--- config.mk ---
export PLATFORM = sky130hd
export DESIGN_NAME = seq_mult_ctrl
export DESIGN_NICKNAME = d
export VERILOG_FILES = /design/src/rtl/seq_mult_pkg.sv /design/src/rtl/seq_mult_ctrl_shift_add_dp.sv /design/src/rtl/seq_mult_ctrl.sv
export SDC_FILE = /design/constraint.sdc
export NUM_CORES = 1
export LEC_CHECK = 0
export CAP_MARGIN = 20
export CORE_ASPECT_RATIO = 1.25
export CORE_MARGIN = 5
export CORE_UTILIZATION = 47
export DETAILED_ROUTE_END_ITERATION = 7
export GPL_ROUTABILITY_DRIVEN = 0
export PLACE_DENSITY = 0.8
export SYNTH_ARGS = -nofsm -noshare
export SYNTH_HDL_FRONTEND = slang
export SYNTH_SLANG_ARGS = --single-unit
--- constraint.sdc ---
create_clock -name clk -period 2.1 [get_ports clk]
set_input_delay 0.315 -clock clk [delete_from_list [all_inputs] [get_ports clk]]
set_output_delay 0.315 -clock clk [all_outputs]
set_load 0.01 [all_outputs]
--- src/rtl/seq_mult_pkg.sv ---
// Shared definitions for the sequential shift-and-add multiplier:
// FSM state encoding, default operand width and counter sizing.
package seq_mult_pkg;

  localparam int DEFAULT_WIDTH = 4;

  typedef enum logic [1:0] {
    ST_IDLE = 2'd0,
    ST_CALC = 2'd1,
    ST_HOLD = 2'd2
  } state_t;

  // Bits needed to count 0..value-1; never less than one bit.
  function automatic int clog2(input int value);
    int result;
    result = 1;
    while ((1 << result) < value) begin
      result = result + 1;
    end
    return result;
  endfunction

endpackage

--- src/rtl/seq_mult_ctrl_shift_add_dp.sv ---
// Shift-and-add datapath: operand registers, bit counter and accumulator.
// Consumes one multiplier bit per step; the controller decides when to load/step/clear.
module shift_add_dp
  import seq_mult_pkg::*;
#(
  parameter int WIDTH = DEFAULT_WIDTH
) (
  input  logic               clk,
  input  logic               rst,
  input  logic               load,
  input  logic               step,
  input  logic               clr,
  input  logic [WIDTH-1:0]   a,
  input  logic [WIDTH-1:0]   b,
  output logic               last,
  output logic [2*WIDTH-1:0] acc
);

  localparam int CNT_W = clog2(WIDTH);
  localparam int PW    = 2 * WIDTH;

  logic [PW-1:0]    a_ext_q, a_ext_d;
  logic [WIDTH-1:0] b_q, b_d;
  logic [PW-1:0]    acc_q, acc_d;
  logic [CNT_W-1:0] cnt_q, cnt_d;
  logic [PW-1:0]    pp [WIDTH];

  // Partial product for each bit position; the counter selects which one to add.
  genvar gi;
  generate
    for (gi = 0; gi < WIDTH; gi++) begin : g_pp
      assign pp[gi] = b_q[gi] ? (a_ext_q << gi) : '0;
    end
  endgenerate

  always_comb begin
    a_ext_d = a_ext_q;
    b_d     = b_q;
    acc_d   = acc_q;
    cnt_d   = cnt_q;
    if (clr) begin
      acc_d = '0;
      cnt_d = '0;
    end else if (load) begin
      a_ext_d = {{WIDTH{1'b0}}, a};
      b_d     = b;
      acc_d   = '0;
      cnt_d   = '0;
    end else if (step) begin
      acc_d = acc_q + pp[cnt_q];
      cnt_d = cnt_q + CNT_W'(1);
    end
  end

  always_ff @(posedge clk) begin
    if (rst) begin
      a_ext_q <= '0;
      b_q     <= '0;
      acc_q   <= '0;
      cnt_q   <= '0;
    end else begin
      a_ext_q <= a_ext_d;
      b_q     <= b_d;
      acc_q   <= acc_d;
      cnt_q   <= cnt_d;
    end
  end

  assign last = (cnt_q == CNT_W'(WIDTH - 1));
  assign acc  = acc_q;

endmodule

--- src/rtl/seq_mult_ctrl.sv ---
// Handshake wrapper and sequencing FSM for the shift-and-add multiplier.
// Accepts operands on an input valid/ready port and returns the product on an output one.
module seq_mult_ctrl
  import seq_mult_pkg::*;
#(
  parameter int WIDTH = DEFAULT_WIDTH
) (
  input  logic               clk,
  input  logic               rst,
  input  logic               in_valid,
  output logic               in_ready,
  input  logic [WIDTH-1:0]   in_a,
  input  logic [WIDTH-1:0]   in_b,
  output logic               out_valid,
  input  logic               out_ready,
  output logic [2*WIDTH-1:0] out_prod,
  output logic               busy
);

  state_t state_q;
  logic   in_ready_q;
  logic   busy_q;
  logic   out_valid_q;

  logic               dp_load;
  logic               dp_step;
  logic               dp_clr;
  logic               dp_last;
  logic [2*WIDTH-1:0] dp_acc;

  assign dp_load = (state_q == ST_IDLE) && in_valid && in_ready_q;
  assign dp_step = (state_q == ST_CALC);
  assign dp_clr  = out_valid_q && out_ready;

  shift_add_dp #(
    .WIDTH(WIDTH)
  ) u_dp (
    .clk  (clk),
    .rst  (rst),
    .load (dp_load),
    .step (dp_step),
    .clr  (dp_clr),
    .a    (in_a),
    .b    (in_b),
    .last (dp_last),
    .acc  (dp_acc)
  );

  always_ff @(posedge clk) begin
    if (rst) begin
      state_q     <= ST_IDLE;
      in_ready_q  <= 1'b0;
      busy_q      <= 1'b0;
      out_valid_q <= 1'b0;
    end else begin
      case (state_q)
        ST_IDLE: begin
          if (dp_load) begin
            state_q    <= ST_CALC;
            in_ready_q <= 1'b0;
            busy_q     <= 1'b1;
          end else begin
            in_ready_q <= 1'b1;
          end
        end
        ST_CALC: begin
          if (dp_last) begin
            state_q     <= ST_HOLD;
            busy_q      <= 1'b0;
            out_valid_q <= 1'b1;
          end
        end
        ST_HOLD: begin
          if (out_ready) begin
            state_q     <= ST_IDLE;
            out_valid_q <= 1'b0;
            in_ready_q  <= 1'b1;
          end
        end
        default: begin
          state_q     <= ST_IDLE;
          in_ready_q  <= 1'b0;
          busy_q      <= 1'b0;
          out_valid_q <= 1'b0;
        end
      endcase
    end
  end

  assign in_ready  = in_ready_q;
  assign busy      = busy_q;
  assign out_valid = out_valid_q;
  // Partial sums are masked so only a finished product is ever visible.
  assign out_prod  = out_valid_q ? dp_acc : '0;

endmodule

# Word level (Yosys, flattened, before mapping)
# Index checks and enable logic that the tools add are counted.
# word_totals
ramBits	0
memories	0
ff_bits	23
output_inout_bits	11
rom_bits	0
latch_bits	0
wordCells	53
inputBits	12
# classes
eq_ne	6
mul	0
n_div	0
n_shift	0
bitwise_logic	5
add_sub_neg	2
order_cmp	1
reduce_logical	10
n_mux	21
# op_table
cell	count
$mux W8	3
$bmux W8 S2	1
$pmux W1 S3	3
$reduce_and A3 Y1	3
$add A8 B8 Y8	1
$mux W7	1
$mux W1	6
$mux W2	3
$mux W6	1
$pmux W2 S3	1
$mux W5	1
$eq A2 B2 Y1 const B	2
$mux W4	1
$ne A2 B2 Y1 const B	2
$not A1 Y1	4
$reduce_and A2 Y1	2
$ge A3 B3 Y1 const B	1
$logic_and A1 B1 Y1	3
$not A2 Y3	1
$reduce_or A3 Y1	1
$add A2 B1 Y2 const B	1
$eq A2 B1 Y1 const B	1
$logic_not A2 Y1	1
$ne A2 B1 Y1 const B	1

# Depth between registers and ports, before layout
# Gate-level depths: netlist (run 1).
# depth
word_depth	5
depth_mapped	10
depth_no_buf	10

# Cells and area by module
# A second synthesis (run 1) with hierarchy kept.
# unflattened
cells_unflattened	165
area_unflattened_um2	1447.6
# by_module_without_submodules
module	cells_each	seq_area_each_um2	area_each_um2	n_inst
shift_add_dp	133	360.3	1167.4	1
seq_mult_ctrl	32	100.1	280.3	1

# Least setup slack after synthesis (run 1)
# No wires, ideal clock.
# synth_path
path_type	flip-flop to flip-flop
startpoint	register u_dp.cnt_q[0]
endpoint	register u_dp.acc_q[6], in the netlist u_dp.acc[6]
synth_period_minus_slack_ps	2286
setup_slack_ps	-186
t_arrival_ps	2158
path_stages_with_launch	10
required_ps	1972
path_cell_list	dfxtp_1 clkbuf_1 nand4b_1 o21ai_0 ha_1 nor2b_4 o2111a_1 or4_1 nand3_1 a21oi_1
# synth_via
elab_chain_len	5
# synth_lines
element	line	text
start: declaration	seq_mult_ctrl_shift_add_dp.sv:25	logic [CNT_W-1:0] cnt_q, cnt_d;
start signal: assignment	seq_mult_ctrl_shift_add_dp.sv:65	cnt_q <= cnt_d;
$not A2 Y3 (implied by the code)	seq_mult_ctrl_shift_add_dp.sv:50	acc_d = acc_q + pp[cnt_q];
$bmux W8 S2	seq_mult_ctrl_shift_add_dp.sv:50	
$mux W8 (implied by the code) (2 in a row)	seq_mult_ctrl_shift_add_dp.sv:50	
$add A8 B8 Y8	seq_mult_ctrl_shift_add_dp.sv:50	
end signal: assignment	seq_mult_ctrl_shift_add_dp.sv:59	acc_q <= '0;
end signal: assignment	seq_mult_ctrl_shift_add_dp.sv:64	acc_q <= acc_d;
end: declaration	seq_mult_ctrl_shift_add_dp.sv:24	logic [PW-1:0] acc_q, acc_d;
# Every way passes these cells. The select of a mux whose other input is x is not followed.
# A chain may end at the register's enable or synchronous reset.

# Worst setup path in the final report (run 1)
# Ends and elaborated chain as after synthesis.

==> results of run 1 <==
[power by group through the flow]
stage | clock [W] | sequential, W | combinational [W]
2_1_floorplan | 0 | 0.000478 | 0.0000625
3_3_place_gp | 0 | 0.000481 | 0.000107
3_5_place_dp | 0 | 0.000482 | 0.000110
4_1_cts | 0.000217 | 0.000471 | 0.000123
5_1_grt | 0.000241 | 0.000472 | 0.000151
6_report | 0.000221 | 0.000469 | 0.000140
[registers in the layout (all words and copies together), names as in the netlist]
name,count
in_ready,1
u_dp.acc,8
u_dp.cnt_q,2
state_q,2
u_dp.a_ext_q,4
busy,1
u_dp.b_q,4
out_valid,1
[worst reg2reg max path, stage by stage, from the launching register on]
cell	delay, ns
dfxtp_4	0.38
buf_12	0.13
nor2_1	0.13
a31oi_1	0.05
o21ai_1	0.13
ha_1	0.28
nor2b_4	0.15
o2111a_1	0.25
or4_4	0.50
nand3_2	0.08
a21oi_1	0.06
[metal layers]
| layer | routed length, um | global-route usage (%) |
|---|---|---|
| met5 | 0 | 0 |
| met4 | 130 | 7.73 |
| met3 | 216 | 1.86 |
| met2 | 2010 | 31.2 |
| met1 | 1460 | 18.0 |
[how the worst max path moves through the flow]
stage | depth (start not counted) | to | slack (ns) | from
after global placement | 9 | u_dp.acc[6] | -0.06 | u_dp.cnt_q[0]
after CTS | 10 | u_dp.acc[6] | -0.06 | u_dp.cnt_q[0]
after detailed placement | 9 | u_dp.acc[6] | -0.17 | u_dp.cnt_q[1]
final | 10 | u_dp.acc[6] | -0.14 | u_dp.cnt_q[0]
after global routing | 11 | u_dp.acc[5] | -0.25 | u_dp.cnt_q[0]
after floorplan | 9 | u_dp.acc[6] | 0.003 | u_dp.cnt_q[0]
[synthesized netlist by cell type, drive strengths merged]
| cell type | count |
|---|---|
| a2111oi | 1 |
| a211oi | 1 |
| a21o | 1 |
| a21oi | 23 |
| a311oi | 1 |
| a31oi | 1 |
| a32oi | 2 |
| and2 | 8 |
| and4 | 1 |
| buf | 2 |
| clkbuf | 5 |
| dfxtp | 23 |
| fa | 1 |
| ha | 8 |
| inv | 6 |
| mux2 | 1 |
| nand2 | 31 |
| nand3 | 17 |
| nand3b | 1 |
| nand4b | 1 |
| nor2 | 8 |
| nor2b | 4 |
| nor3 | 2 |
| nor4bb | 1 |
| o2111a | 1 |
| o211ai | 1 |
| o21a | 2 |
| o21ai | 13 |
| o21bai | 1 |
| o31ai | 1 |
| or2b | 1 |
| or3 | 3 |
| or4 | 1 |
| xnor2 | 1 |
[through the flow]
| step | total power [W] | instances | setup WS (ns) | TNS [ns] | hold slack [ns] |
|---|---|---|---|---|---|
| after floorplan | 0.000541 | 175 | 0.00290 | 0 | 0.384 |
| after global placement | 0.000588 | 236 | -0.0594 | -0.0614 | 0.458 |
| after detailed placement | 0.000592 | 236 | -0.173 | -0.341 | 0.469 |
| after CTS | 0.000811 | 247 | -0.0589 | -0.174 | 0.488 |
| after global routing | 0.000863 | 253 | -0.248 | -1.01 | 0.509 |
| final | 0.000831 | 253 | -0.143 | -0.416 | 0.490 |
[layout make-up]
cell class / instances / area [sq um]
Multi-Input combinational cell: 139 / 905
Fill cell: 217 / 790
Sequential cell: 23 / 477
Timing Repair Buffer: 47 / 440
Tap cell: 34 / 42.5
Clock buffer: 3 / 22.5
Inverter: 6 / 22.5
Clock inverter: 1 / 7.51
[kinds of logic (layout without fill, tap and decap cells)]
family                     Yosys count  count (layout)  share of synthesized area, %
adders and majority gates            9               9                          8.99
buffers and inverters               13              57                          4.03
AOI/OAI and AO/OA                   49              49                          21.6
and+or+nand+nor                     79              79                          29.4
DFF                                 23              23                          34.5
muxes                                1               1                         0.843
xor gates and xnor gates             1               1                         0.656
[timing repair]
item | 4_1_cts | 5_1_grt
setup endpoints to repair | 4 | 6
gates cloned | 0 | 0
hold endpoints to repair | 0 | 0
setup buffers | 7 | 7
resized for setup | 14 | 26
pin swaps | 16 | 21
==> metrics.txt, run 1 <==
worst-skew pair later-pin latency=0.32 ns; DRT antenna net count=0; Critical R2R Capture=u_dp.acc[6]; fin. max-slew vios=0; top cell type's share of synthesized area=34.5%; startpoint types=flip-flop; RSZ-0062 raised after global routing=yes; CTS buffer count=3; synthesized area=0.00134 sq mm; DIE AREA=0.00402 sq mm; post-DP HPWL=2380 um; CP cell instances=buf_12 -> nor2_1 -> a31oi_1 -> o21ai_1 -> ha_1 -> nor2b_4 -> o2111a_1 -> or4_4 -> nand3_2 -> a21oi_1; Yosys top cell by area=dfxtp_1; syn_area_per_cell=7.64 sq um; std cell rows=21; H-Tree Depth=1; I/O Buffers=22; Final Cell Area=0.00192 sq mm; Pre-antenna DRT Iters=4; Post-DP Area=0.00166 sq mm; Worst Path Max Fanout=6; Hold Path Cell Cnt=2; Fin. Hold Viols=0; r2r worst-path depth=10; r2r startpoint=u_dp.cnt_q[0]; Critical Path Sink Type=flip-flop; Ys Warns=0; # hold bufs at CTS=0; switching share of power=28.1%; IO Count=23; Slowest cell on crit path=or4_4; Tmin final=2.24 ns; via count=1483; Clk pwr share=26.6%; DR iter-0 viols=63; sequential group share of total power=56.5%; clock sinks=23; commonest non-fill, non-tap cell in the layout=nand2_1; Setup CP Type=flip-flop to flip-flop; PD cells=433 mW/mm^2; VDD IR-drop max=0.000383 V; largest net degree at the start of global routing=15; synthesis-to-finish area growth=43.4%; worst-case clock buffer depth=2; post-synthesis sequential area ratio=34.5%; Wirelength per Cell=15.1 um; Top delay family on crit path=simple AND/OR/NAND/NOR gates; core area=0.00271 sq mm; Max-slew headroom=72.9%; Combinational Power Share=16.9%; Core Util, Final=70.8%; Worst EP required=2.31 ns; R2R setup slack=-0.14 ns; WP buf/inv=1; Worst Path Arrival=2.45 ns; Initial Utilization=49.4%; Leak=0.741 nW; final worst-path setup slack=-0.143 ns; leading post-synthesis cells by cell area=dfxtp_1, nand2_1, a21oi_1, ha_1, nand3_1; worst hold-check path type=flip-flop to flip-flop; global-route wire length before repair=5440 um; Die Height=69.6 um; Final Cycle Share=107%; max_cap viols=0; Worst-Margin Slew=0.406 ns; GR Overflow Total=0; Synth Register Bits=23; vias per cell=5.86; vias in the first global route=1306; CTS root buffer=clkbuf_4; Clock Skew=0.00219 ns; initial antenna violation count=0; diodes inserted=0; nets=241; switching power total=0.000233 W; Syn Inst Count=175; layout cells sized above 1=25.6%; Unique masters post-synth=37; hold path endpoint=u_dp.a_ext_q[2]; CTS tree=yes; most frequent cells in the layout=nand2_1, clkdlybuf4s50_1, a21oi_1, buf_4, dfxtp_1; gr usage total=16.7%; Peak Freq=446 MHz; Power Internal=0.000598 W; drt drc=0; hold wc startpoint=u_dp.a_ext_q[2]; Final Setup Violations=5; synthesized net count=196; Die X=57.7 um; clock-pin transition on the worst setup and hold timing paths=0.14 ns; status=finished, violations left; CP max stage delay=0.50 ns; detailed-route wire length=3820 um; violations in the final reports=negative setup slack
Power figures use the tool's default switching activity.
==> run 2, diff against run 1 <==
--- a/config.mk
+++ b/config.mk
@@ -6,12 +6,14 @@
 export NUM_CORES = 1
 export LEC_CHECK = 0
 export CAP_MARGIN = 20
+export CELL_PAD_IN_SITES_DETAIL_PLACEMENT = 1
+export CELL_PAD_IN_SITES_GLOBAL_PLACEMENT = 1
 export CORE_ASPECT_RATIO = 1.25
-export CORE_MARGIN = 5
-export CORE_UTILIZATION = 47
+export CORE_MARGIN = 2
+export CORE_UTILIZATION = 34
 export DETAILED_ROUTE_END_ITERATION = 7
 export GPL_ROUTABILITY_DRIVEN = 0
-export PLACE_DENSITY = 0.8
+export PLACE_DENSITY = 0.79
 export SYNTH_ARGS = -nofsm -noshare
 export SYNTH_HDL_FRONTEND = slang
 export SYNTH_SLANG_ARGS = --single-unit
==> metrics.txt, run 2 (synthesized netlist as in run 1, its figures left out) <==
Power Internal=0.000659 W (+10%); Wirelength per Cell=17.4 um (+15%); GR Overflow Total=0 (unchanged); largest net degree at the start of global routing=14 (-1); Worst-Margin Slew=0.432 ns (+0.0255 ns); global-route wire length before repair=6650 um (+22%); synthesis-to-finish area growth=50.2%; Final Setup Violations=3 (-2); Tmin final=2.24 ns (-0.00600 ns); clock-pin transition on the worst setup and hold timing paths=0.09 ns (-0.05 ns); Setup CP Type=flip-flop to flip-flop; gr usage total=19.4% (+2.7 points); DIE AREA=0.00445 sq mm (+11%); worst hold-check path type=flip-flop to flip-flop; Final Cycle Share=107% (-0.29 points); Cells after DPL=259 (+9.7%); Fin. Hold Viols=0 (unchanged); Worst EP required=2.26 ns (-0.05 ns); PD cells=456 mW/mm^2 (+5.3%); RSZ-0062 raised after global routing=yes; Die X=60.1 um (+4.1%); CTS buffer count=3 (unchanged); vias in the first global route=1452 (+11%); Leak=0.742 nW (+0.14%); worst-skew pair later-pin latency=0.28 ns (-0.04 ns); post-DP HPWL=3030 um (+27%); Tot Pwr=0.000916 W (+10%); Max-slew headroom=71.1% (-1.7 points); Clock Skew=0.00530 ns (+0.00311 ns); IO Count=23 (unchanged); # hold bufs at CTS=0 (unchanged); clock sinks=23 (unchanged); core area=0.00378 sq mm (+40%); vias per cell=5.38 (-8.2%); drt drc=0 (unchanged); I/O Buffers=22 (unchanged); most frequent cells in the layout=nand2_1, buf_4, clkdlybuf4s50_1, a21oi_1, nand3_1; Peak Freq=447 MHz (+0.27%); layout cells sized above 1=30.0% (+4.4 points); Critical Path Sink Type=flip-flop; DR iter-0 viols=39 (-38%); H-Tree Depth=1 (unchanged); Hold Worst Slack=0.485 ns (-0.00482 ns); Worst Path Max Fanout=5 (-1); FILL cells=463 (+110%); DRT antenna net count=0 (unchanged); max_cap viols=0 (unchanged); Core Util, Final=53.0% (-18 points); fin. max-slew vios=0 (unchanged); via count=1474 (-0.61%); CTS root buffer=clkbuf_8; Pre-antenna DRT Iters=4 (unchanged); violations in the final reports=negative setup slack; Die Height=74.1 um (+6.4%); commonest non-fill, non-tap cell in the layout=nand2_1; max reg flops=8 (unchanged); detailed-route wire length=4760 um (+25%); startpoint types=flip-flop; Clk pwr share=32.0% (+5.4 points); switching share of power=28.0% (-0.074 points); CTS tree=yes; final worst-path setup slack=-0.137 ns (+0.00600 ns); status=finished, violations left; std cell rows=25 (+19%); initial antenna violation count=0 (unchanged); Combinational Power Share=16.4% (-0.5 points); sequential group share of total power=51.6% (-4.9 points); nets=242 (+0.41%); VDD IR-drop max=0.000250 V (-35%); worst-case clock buffer depth=2 (unchanged); Worst Path Arrival=2.40 ns (-0.05 ns); Initial Utilization=35.3% (-14 points); switching power total=0.000256 W (+9.9%); Layout Cells excl Fill=274 (+8.3%); diodes inserted=0 (unchanged)
## run 2: cell types whose count changed in the layout (fill, tap and decap cells not counted), moves of 3 or more
| cell | change |
|---|---|
| ha_1 | -3 |
| buf_4 | +7 |
| clkbuf_4 | -3 |
| o21ai_1 | -4 |
| clkbuf_8 | +3 |
| ha_4 | +3 |
| buf_6 | -4 |
## run 2: layer usage
layer	routed length (um)	GRT usage, %	up-vias	share of wire, %
li1	-	-	711	-
met1	1930	22.0	720	40
met5	0	0	-	0
met3	79	2.26	11	1.7
met2	2550	37.4	32	54
met4	201	4.69	0	4.2
## run 2: power groups by stage
stage / Combinational (W) / Sequential [W] / Clock, W
global placement: 0.000110 / 0.000482 / 0
detailed placement: 0.000117 / 0.000484 / 0
CTS: 0.000123 / 0.000475 / 0.000284
floorplan: 0.0000625 / 0.000478 / 0
finish: 0.000150 / 0.000473 / 0.000293
global route: 0.000162 / 0.000475 / 0.000315
## run 2: area by class of cell
type	count	area [sq um]	area share [%]
clock buffers	3	41.3	2.06
well taps	54	67.6	3.37
inverters	6	22.5	1.12
repair buffers	48	423	21.1
flip-flops and latches	23	484	24.1
multi-input cells	139	963	48.0
clock inverters	1	5.00	0.249
## run 2: final timing paths
check,start,endpoint,slack (ns),cells past startpoint
setup / recovery,u_dp.cnt_q[0],u_dp.acc[6],-0.14,10
hold / removal,u_dp.acc[0],u_dp.acc[0],0.48,2
setup reg to reg,u_dp.cnt_q[0],u_dp.acc[6],-0.14,10
hold reg to reg,u_dp.acc[0],u_dp.acc[0],0.48,2
## run 2: critical path: stages (launching register included)
cell      delay [ns]
dfxtp_4         0.38
buf_6           0.13
nand3b_1        0.13
a21o_1          0.17
buf_4           0.13
fa_2            0.23
nor2b_4         0.06
o2111a_1        0.26
or4_4           0.49
nand3_2         0.08
a21oi_2         0.05
## run 2: timing repair
item,4_1_cts,5_1_grt
pin swaps,3,22
setup endpoints to repair,4,5
endpoints found under the hold margin,0,0
gates cloned,0,0
gates resized for setup,11,36
buffers inserted,2,9
## run 2: stage by stage
stage	worst slack (ns)	TNS (ns)	cell area [sq um]
2_1_floorplan	0.00290	0	1350
3_3_place_gp	-0.217	-0.239	1710
3_5_place_dp	-0.314	-0.494	1710
4_1_cts	-0.0888	-0.172	1800
5_1_grt	-0.214	-0.659	2010
6_report	-0.137	-0.270	2010
